**config.mk**
```make
export PLATFORM = sky130hd
export DESIGN_NAME = plot_arbiter
export DESIGN_NICKNAME = d
export VERILOG_FILES = /design/src/rtl/plot_arbiter_pkg.sv /design/src/rtl/plot_arbiter_raster_counter.sv /design/src/rtl/plot_arbiter.sv
export SDC_FILE = /design/constraint.sdc
export NUM_CORES = 1
export LEC_CHECK = 0
export BUFFER_PORTS_ARGS = -buffer_cell sky130_fd_sc_hd__buf_4
export CAP_MARGIN = 0
export CELL_PAD_IN_SITES_DETAIL_PLACEMENT = 1
export CELL_PAD_IN_SITES_GLOBAL_PLACEMENT = 2
export CORE_MARGIN = 2
export CORE_UTILIZATION = 30
export CTS_BUF_LIST = sky130_fd_sc_hd__clkbuf_8 sky130_fd_sc_hd__clkbuf_16
export DETAILED_ROUTE_END_ITERATION = 6
export GPL_ROUTABILITY_DRIVEN = 0
export GPL_TIMING_DRIVEN = 0
export HOLD_SLACK_MARGIN = 0.12
export PLACE_DENSITY_LB_ADDON = 0.25
export SETUP_SLACK_MARGIN = 0.05
export SLEW_MARGIN = 10
export SYNTH_ARGS = -nofsm -noshare
export SYNTH_HDL_FRONTEND = slang
export SYNTH_SLANG_ARGS = --single-unit
```
**constraint.sdc**
```tcl
create_clock -name clk -period 5.1 [get_ports clk]
set_input_delay 1.02 -clock clk [delete_from_list [all_inputs] [get_ports clk]]
set_output_delay 1.02 -clock clk [all_outputs]
set_load 0.05 [all_outputs]
```
**src/rtl/plot_arbiter_pkg.sv**
```systemverilog
`default_nettype none
// ============================================================================
//  Module      : plot_arbiter_pkg
//  Description : Shared definitions for the Pac-Man plot path: screen size
//                defaults, colour constants, arbiter state encoding and
//                requester identifiers.
//  Revision    : 1.0  initial release
// ============================================================================
package plot_arbiter_pkg;

    // Screen geometry defaults
    localparam int C_SCREEN_W = 160;
    localparam int C_SCREEN_H = 120;

    // 3-bit RGB palette used by the game
    localparam logic [2:0] C_BLACK  = 3'b000;
    localparam logic [2:0] C_BLUE   = 3'b001;
    localparam logic [2:0] C_RED    = 3'b100;
    localparam logic [2:0] C_YELLOW = 3'b110;
    localparam logic [2:0] C_WHITE  = 3'b111;

    // Arbiter state encoding
    typedef enum logic [0:0] {
        S_ARB   = 1'b0,
        S_CLEAR = 1'b1
    } state_t;

    // Requester identifiers, used to remember the most recent winner
    typedef enum logic [0:0] {
        REQ_PAC   = 1'b0,
        REQ_GHOST = 1'b1
    } req_id_t;

endpackage : plot_arbiter_pkg
`default_nettype wire

```
**src/rtl/plot_arbiter_raster_counter.sv**
```systemverilog
`default_nettype none
// ============================================================================
//  Module      : raster_counter
//  Description : Column/row counter that walks every pixel of the screen in
//                raster order. cx wraps at SCREEN_W-1 and advances cy; cy
//                wraps at SCREEN_H-1. 'last' flags the final pixel.
//  Ports       : clk   - system clock
//                reset - synchronous active-high reset
//                clr   - zero both counters
//                en    - advance one pixel
//                cx    - current column (8 bits)
//                cy    - current row (7 bits)
//                last  - current position is (SCREEN_W-1, SCREEN_H-1)
//  Revision    : 1.0  initial release
// ============================================================================
module raster_counter
    import plot_arbiter_pkg::*;
#(
    parameter int SCREEN_W = C_SCREEN_W,
    parameter int SCREEN_H = C_SCREEN_H
) (
    input  logic       clk,
    input  logic       reset,
    input  logic       clr,
    input  logic       en,
    output logic [7:0] cx,
    output logic [6:0] cy,
    output logic       last
);

    localparam logic [7:0] C_X_MAX = 8'(SCREEN_W - 1);
    localparam logic [6:0] C_Y_MAX = 7'(SCREEN_H - 1);

    logic [7:0] r_cx;
    logic [6:0] r_cy;
    logic       w_x_wrap;
    logic       w_y_wrap;

    // Explicit terminal-count compares: the screen is not a power of two
    assign w_x_wrap = (r_cx == C_X_MAX);
    assign w_y_wrap = (r_cy == C_Y_MAX);

    always_ff @(posedge clk) begin
        if (reset || clr) begin
            r_cx <= '0;
            r_cy <= '0;
        end else if (en) begin
            if (w_x_wrap) begin
                r_cx <= '0;
                r_cy <= w_y_wrap ? 7'd0 : r_cy + 7'd1;
            end else begin
                r_cx <= r_cx + 8'd1;
            end
        end
    end

    assign cx   = r_cx;
    assign cy   = r_cy;
    assign last = w_x_wrap && w_y_wrap;

endmodule : raster_counter
`default_nettype wire

```
**src/rtl/plot_arbiter.sv**
```systemverilog
`default_nettype none
// ============================================================================
//  Module      : plot_arbiter
//  Description : Shares the VGA adapter write port between the Pac-Man
//                drawer, the ghost drawer and a full-screen clear sequencer.
//                Drawers are served one pixel per cycle, round-robin on
//                contention. A clear request owns the port until every
//                pixel has been written with the latched colour.
//  Ports       : clk, reset                - clock, sync active-high reset
//                clear_start/clear_color   - start a fill with this colour
//                clear_busy/clear_done     - fill in progress / last pixel
//                pac_*   (req,x,y,color)   - Pac-Man pixel request, pac_gnt
//                ghost_* (req,x,y,color)   - ghost pixel request, ghost_gnt
//                x, y, plot_color, plot    - registered VGA write port
//  Revision    : 1.0  initial release
// ============================================================================
module plot_arbiter
    import plot_arbiter_pkg::*;
#(
    parameter int SCREEN_W = C_SCREEN_W,
    parameter int SCREEN_H = C_SCREEN_H
) (
    input  logic       clk,
    input  logic       reset,
    // clear sequencer control
    input  logic       clear_start,
    input  logic [2:0] clear_color,
    output logic       clear_busy,
    output logic       clear_done,
    // Pac-Man drawer
    input  logic       pac_req,
    input  logic [7:0] pac_x,
    input  logic [6:0] pac_y,
    input  logic [2:0] pac_color,
    output logic       pac_gnt,
    // ghost drawer
    input  logic       ghost_req,
    input  logic [7:0] ghost_x,
    input  logic [6:0] ghost_y,
    input  logic [2:0] ghost_color,
    output logic       ghost_gnt,
    // VGA adapter write port
    output logic [7:0] x,
    output logic [6:0] y,
    output logic [2:0] plot_color,
    output logic       plot
);

    state_t     r_state;
    state_t     w_state_nxt;
    req_id_t    r_last_winner;
    logic [2:0] r_clear_color;

    logic [7:0] r_x;
    logic [6:0] r_y;
    logic [2:0] r_plot_color;
    logic       r_plot;
    logic       r_clear_done;

    logic       w_pac_gnt;
    logic       w_ghost_gnt;
    logic       w_cnt_clr;
    logic       w_cnt_en;
    logic       w_latch_clear;

    logic [7:0] w_cx;
    logic [6:0] w_cy;
    logic       w_last;

    raster_counter #(
        .SCREEN_W (SCREEN_W),
        .SCREEN_H (SCREEN_H)
    ) u_raster_counter (
        .clk   (clk),
        .reset (reset),
        .clr   (w_cnt_clr),
        .en    (w_cnt_en),
        .cx    (w_cx),
        .cy    (w_cy),
        .last  (w_last)
    );

    // ------------------------------------------------------------------
    // State register
    // ------------------------------------------------------------------
    always_ff @(posedge clk) begin
        if (reset) begin
            r_state <= S_ARB;
        end else begin
            r_state <= w_state_nxt;
        end
    end

    // ------------------------------------------------------------------
    // Next state, grants and counter control
    // ------------------------------------------------------------------
    always_comb begin
        w_state_nxt   = r_state;
        w_pac_gnt     = 1'b0;
        w_ghost_gnt   = 1'b0;
        w_cnt_clr     = 1'b0;
        w_cnt_en      = 1'b0;
        w_latch_clear = 1'b0;

        case (r_state)
            S_ARB: begin
                if (clear_start) begin
                    // The fill takes priority; any pending request waits
                    w_cnt_clr     = 1'b1;
                    w_latch_clear = 1'b1;
                    w_state_nxt   = S_CLEAR;
                end else if (pac_req && (!ghost_req || r_last_winner == REQ_GHOST)) begin
                    w_pac_gnt = 1'b1;
                end else if (ghost_req) begin
                    w_ghost_gnt = 1'b1;
                end
            end
            S_CLEAR: begin
                w_cnt_en = 1'b1;
                if (w_last) begin
                    w_state_nxt = S_ARB;
                end
            end
            default: begin
                w_state_nxt = S_ARB;
            end
        endcase

        // A pixel accepted during reset would be lost, so never grant then
        if (reset) begin
            w_pac_gnt   = 1'b0;
            w_ghost_gnt = 1'b0;
        end
    end

    // ------------------------------------------------------------------
    // Output register, winner history and clear colour
    // ------------------------------------------------------------------
    always_ff @(posedge clk) begin
        if (reset) begin
            r_x           <= '0;
            r_y           <= '0;
            r_plot_color  <= '0;
            r_plot        <= 1'b0;
            r_clear_done  <= 1'b0;
            r_clear_color <= '0;
            r_last_winner <= REQ_GHOST;
        end else begin
            r_plot       <= 1'b0;
            r_clear_done <= 1'b0;

            if (w_latch_clear) begin
                r_clear_color <= clear_color;
            end

            if (r_state == S_CLEAR) begin
                r_x          <= w_cx;
                r_y          <= w_cy;
                r_plot_color <= r_clear_color;
                r_plot       <= 1'b1;
                r_clear_done <= w_last;
            end else if (w_pac_gnt) begin
                r_x           <= pac_x;
                r_y           <= pac_y;
                r_plot_color  <= pac_color;
                r_plot        <= 1'b1;
                r_last_winner <= REQ_PAC;
            end else if (w_ghost_gnt) begin
                r_x           <= ghost_x;
                r_y           <= ghost_y;
                r_plot_color  <= ghost_color;
                r_plot        <= 1'b1;
                r_last_winner <= REQ_GHOST;
            end
        end
    end

    assign pac_gnt    = w_pac_gnt;
    assign ghost_gnt  = w_ghost_gnt;
    assign clear_busy = (r_state == S_CLEAR);
    assign clear_done = r_clear_done;
    assign x          = r_x;
    assign y          = r_y;
    assign plot_color = r_plot_color;
    assign plot       = r_plot;

endmodule : plot_arbiter
`default_nettype wire

```
==> summary.md <==
| Metric | Value |
|---|---|
| Least setup slack across all paths after layout | 1860 ps |
| 1st-pass router iterations | 4 |
| Highest ir drop seen on vdd | 0.000103 V |
| Transition time at the pin with the least slew margin | 804 ps |
| Max frequency | 0.309 GHz |
| Count of cells resized by post-cts repair | 0 |
| Number of cells produced by synthesis | 210 |
| Post-Route Hold Slack | 501 ps |
| Net count after synthesis | 256 |
| Max-slew violation count | 0 |
| Clock tree root driver cell | clkbuf_8 |
| Vertical die dimension | 82.9 µm |
| Critical path's top delay family | buffers and inverters |
| Most prevalent standard cell on the critical path | buf_4 |
| Largest incremental delay on the critical path | 300 ps |
| P_leak | 1.09 nW |
| Footprint of the multi-input gates | 987 µm² |
| Max_slew headroom | 46.0% |
| Row count | 28 |
| Die area | 6870 µm² |
| Power per unit of standard cell area | 285 nW/µm² |
| Die width | 82.9 µm |
| Clock period minus final worst setup slack | 3240 ps |
| Clock sink total | 40 |
| Mean Syn Cell Area | 8.89 µm² |
| Number of ports placed on the die boundary | 67 |
| Hold WC Path Type | register to register |
| Share of the cycle needed by the critical path after routing | 63.5% |
| Ordered cell list for the critical path | buf_4 -> nor2_1 -> and4_1 -> clkbuf_1 -> buf_4 |
| Post-DP HPWL | 4320 µm |
| Worst Path Arrival | 2220 ps |
| H-Tree Level Count | 2 |
| Setup repair after global routing missed its margin | no |
| TritonCTS clock tree | yes |
| Result of the run | completed |
| Startpoint type of the worst setup path | primary input |
| Cell Count, Final, Fillers Out | 359 |
| Filler Cell Count | 722 |
| CTS Hold Bufs | 0 |
| Critical path buffers and inverters | 3 |
| Largest fanout of any net on the critical path | 6 |
| Bufs on Longest Clock Path | 2 |
| Cell type of the slowest stage on the worst timing path | nor2_1 |
| Number of antenna violations at the first check in global routing | 0 |
| Flip-flop and latch area | 801 µm² |
| Total Negative Setup Slacks | 0 ps |
| Number of antenna repair diodes | 0 |
| Number of different library cells in the post-synthesis netlist | 40 |
| Nets@finish | 329 |
| Setup crit end kind | output port |
| Cell area after technology mapping | 1870 µm² |
| Post-synth top area cell | dfxtp_1 |
| Core ar. | 5960 µm² |
| Clk pin slew, worst setup/hold paths | 80 ps |
| Antenna Violating Nets Remaining | 0 |
| Clock Skew | 10.1 ps |
| Share of synthesized area occupied by flip-flops and latches | 42.9% |
| Most used cells in the layout excluding fill and tap cells | buf_4 (66), dfxtp_1 (40), nor2_1 (23), a21oi_1 (16), mux2i_1 (15) |
| Endpoint required time on the critical path | 4080 ps |
| Total Wirelength | 5540 µm |
| Area contributors post-synth | dfxtp_1 (43%), mux2i_1 (8.0%), a22oi_1 (4.8%) |
| Number of vias after detailed routing | 1835 |
| DRC violations left | 0 |
| Number of placed instances with taps included | 351 |
| Critical Setup Path Class | primary input to output port |
| Wire length of the first global-routing pass | 9160 µm |
| Initial core utilization | 31.3% |
| Setup-violating endpoint count in the final report | 0 |
| Share of layout cells above drive strength 1 | 28.9% |
| Ys Warns | 0 |
| Average vias per placed instance | 5.11 |
| Layout Area Growth over Synthesis | 37.3% |
| MaxCap Viol Count | 0 |
| Gr ovfl total | 0 |
| Flip-flop and latch count after synthesis | 40 |
| Setup slack at placement | 1910 ps |
| Number of global-route vias before repair | 1785 |
| Fraction of post-synthesis cell area in the top cell type by area | 42.9% |
| DRC violation total after the first TritonRoute iteration | 57 |
| Worst skew pair latency | 290 ps |
| Total clock buffers created by CTS | 5 |
| Total global routing track utilization | 16.2% |
| Wirelength per Cell | 15.4 µm |
| Number of failing hold endpoints at the final stage | 0 |
| Post-CTS setup buffer count | 0 |
| Most common cell after layout, fill and taps aside | buf_4 |
| Port Buffer Count | 66 |
| Pin count of the biggest net entering global routing | 13 |
-- worst register-to-register path, delay by kind of cell (launching register included) --
family	cells	cell delay (ps)
AOI/OAI and AO/OA	1	600
adders and majority gates	1	220
DFF	1	410
and+or+nand+nor	3	600
-- power breakdown --
group          switching, mW  internal [mW]
Clock                  0.112          0.143
Sequential           0.00825          0.325
Combinational         0.0851         0.0574
Total                  0.206          0.526
-- cells by family (layout without fill, tap and decap cells) --
group	Yosys count	in the layout	share of synthesized area, %
AO/OA/AOI/OAI	59	59	20.5
multiplexers	15	15	8.04
adder cells (fa/ha/maj)	2	2	1.34
buffers and inverters	18	92	4.22
AND/OR/NAND/NOR	65	65	17.8
flip-flops	40	40	42.9
XOR/XNOR	11	11	5.16
-- final timing paths --
path	start	depth (start not counted)	end	slack, ps
max	clear_start	5	pac_gnt	1860
min reg2reg	r_clear_color[1]	2	r_clear_color[1]	500
max reg2reg	u_raster_counter.cx[0]	5	u_raster_counter.cy[3]	3150
min	r_clear_color[1]	2	r_clear_color[1]	500
-- synth_stat cells (all sizes together) --
library cell,n
a21oi,17
a221o,1
a22oi,12
and2,1
and3,1
and4,3
buf,5
clkbuf,8
dfxtp,40
ha,2
inv,5
mux2i,15
nand2,10
nand2b,2
nand3,7
nand3b,1
nand4,3
nor2,23
nor2b,3
nor3,1
nor3b,1
nor4,3
o21a,1
o21ai,9
o221ai,4
o22ai,12
o31ai,2
o41ai,1
or2,2
or3,2
or3b,1
or4,1
xnor2,7
xor2,4
-- stage by stage --
| step | area, µm² | util [%] | power [mW] |
|---|---|---|---|
| floorplan | 1870 | - | 0.423 |
| global placement | 2460 | 41.2 | 0.484 |
| detailed placement | 2460 | 41.2 | 0.485 |
| CTS | 2560 | 43.0 | 0.741 |
| global route | 2560 | 43.0 | 0.764 |
| finish | 2560 | 43.0 | 0.732 |
-- final cells by class --
cell class | instances | area share [%]
multi-input combinational | 152 | 38.5
sequential | 40 | 31.2
timing repair buffer | 66 | 19.3
tap | 75 | 3.66
clock buffer | 5 | 2.68
buffer | 13 | 2.34
clock inverter | 3 | 1.51
inverter | 5 | 0.732
-- routing by layer --
layer / track usage (%) / vias to the layer above / routed length, µm
li1: - / 907 / -
met2: 25.1 / 54 / 2520
met3: 4.67 / 2 / 357
met5: 0 / - / 0
met1: 22.3 / 872 / 2630
met4: 4.02 / 0 / 24
-- registers in the layout, summed over array words and instances (netlist names), 3 cells and up --
signal / cells
r_clear_color: 3
y: 7
plot_color: 3
x: 8
u_raster_counter.cx: 8
u_raster_counter.cy: 7
No activity file was read; power rests on OpenSTA's default activity.
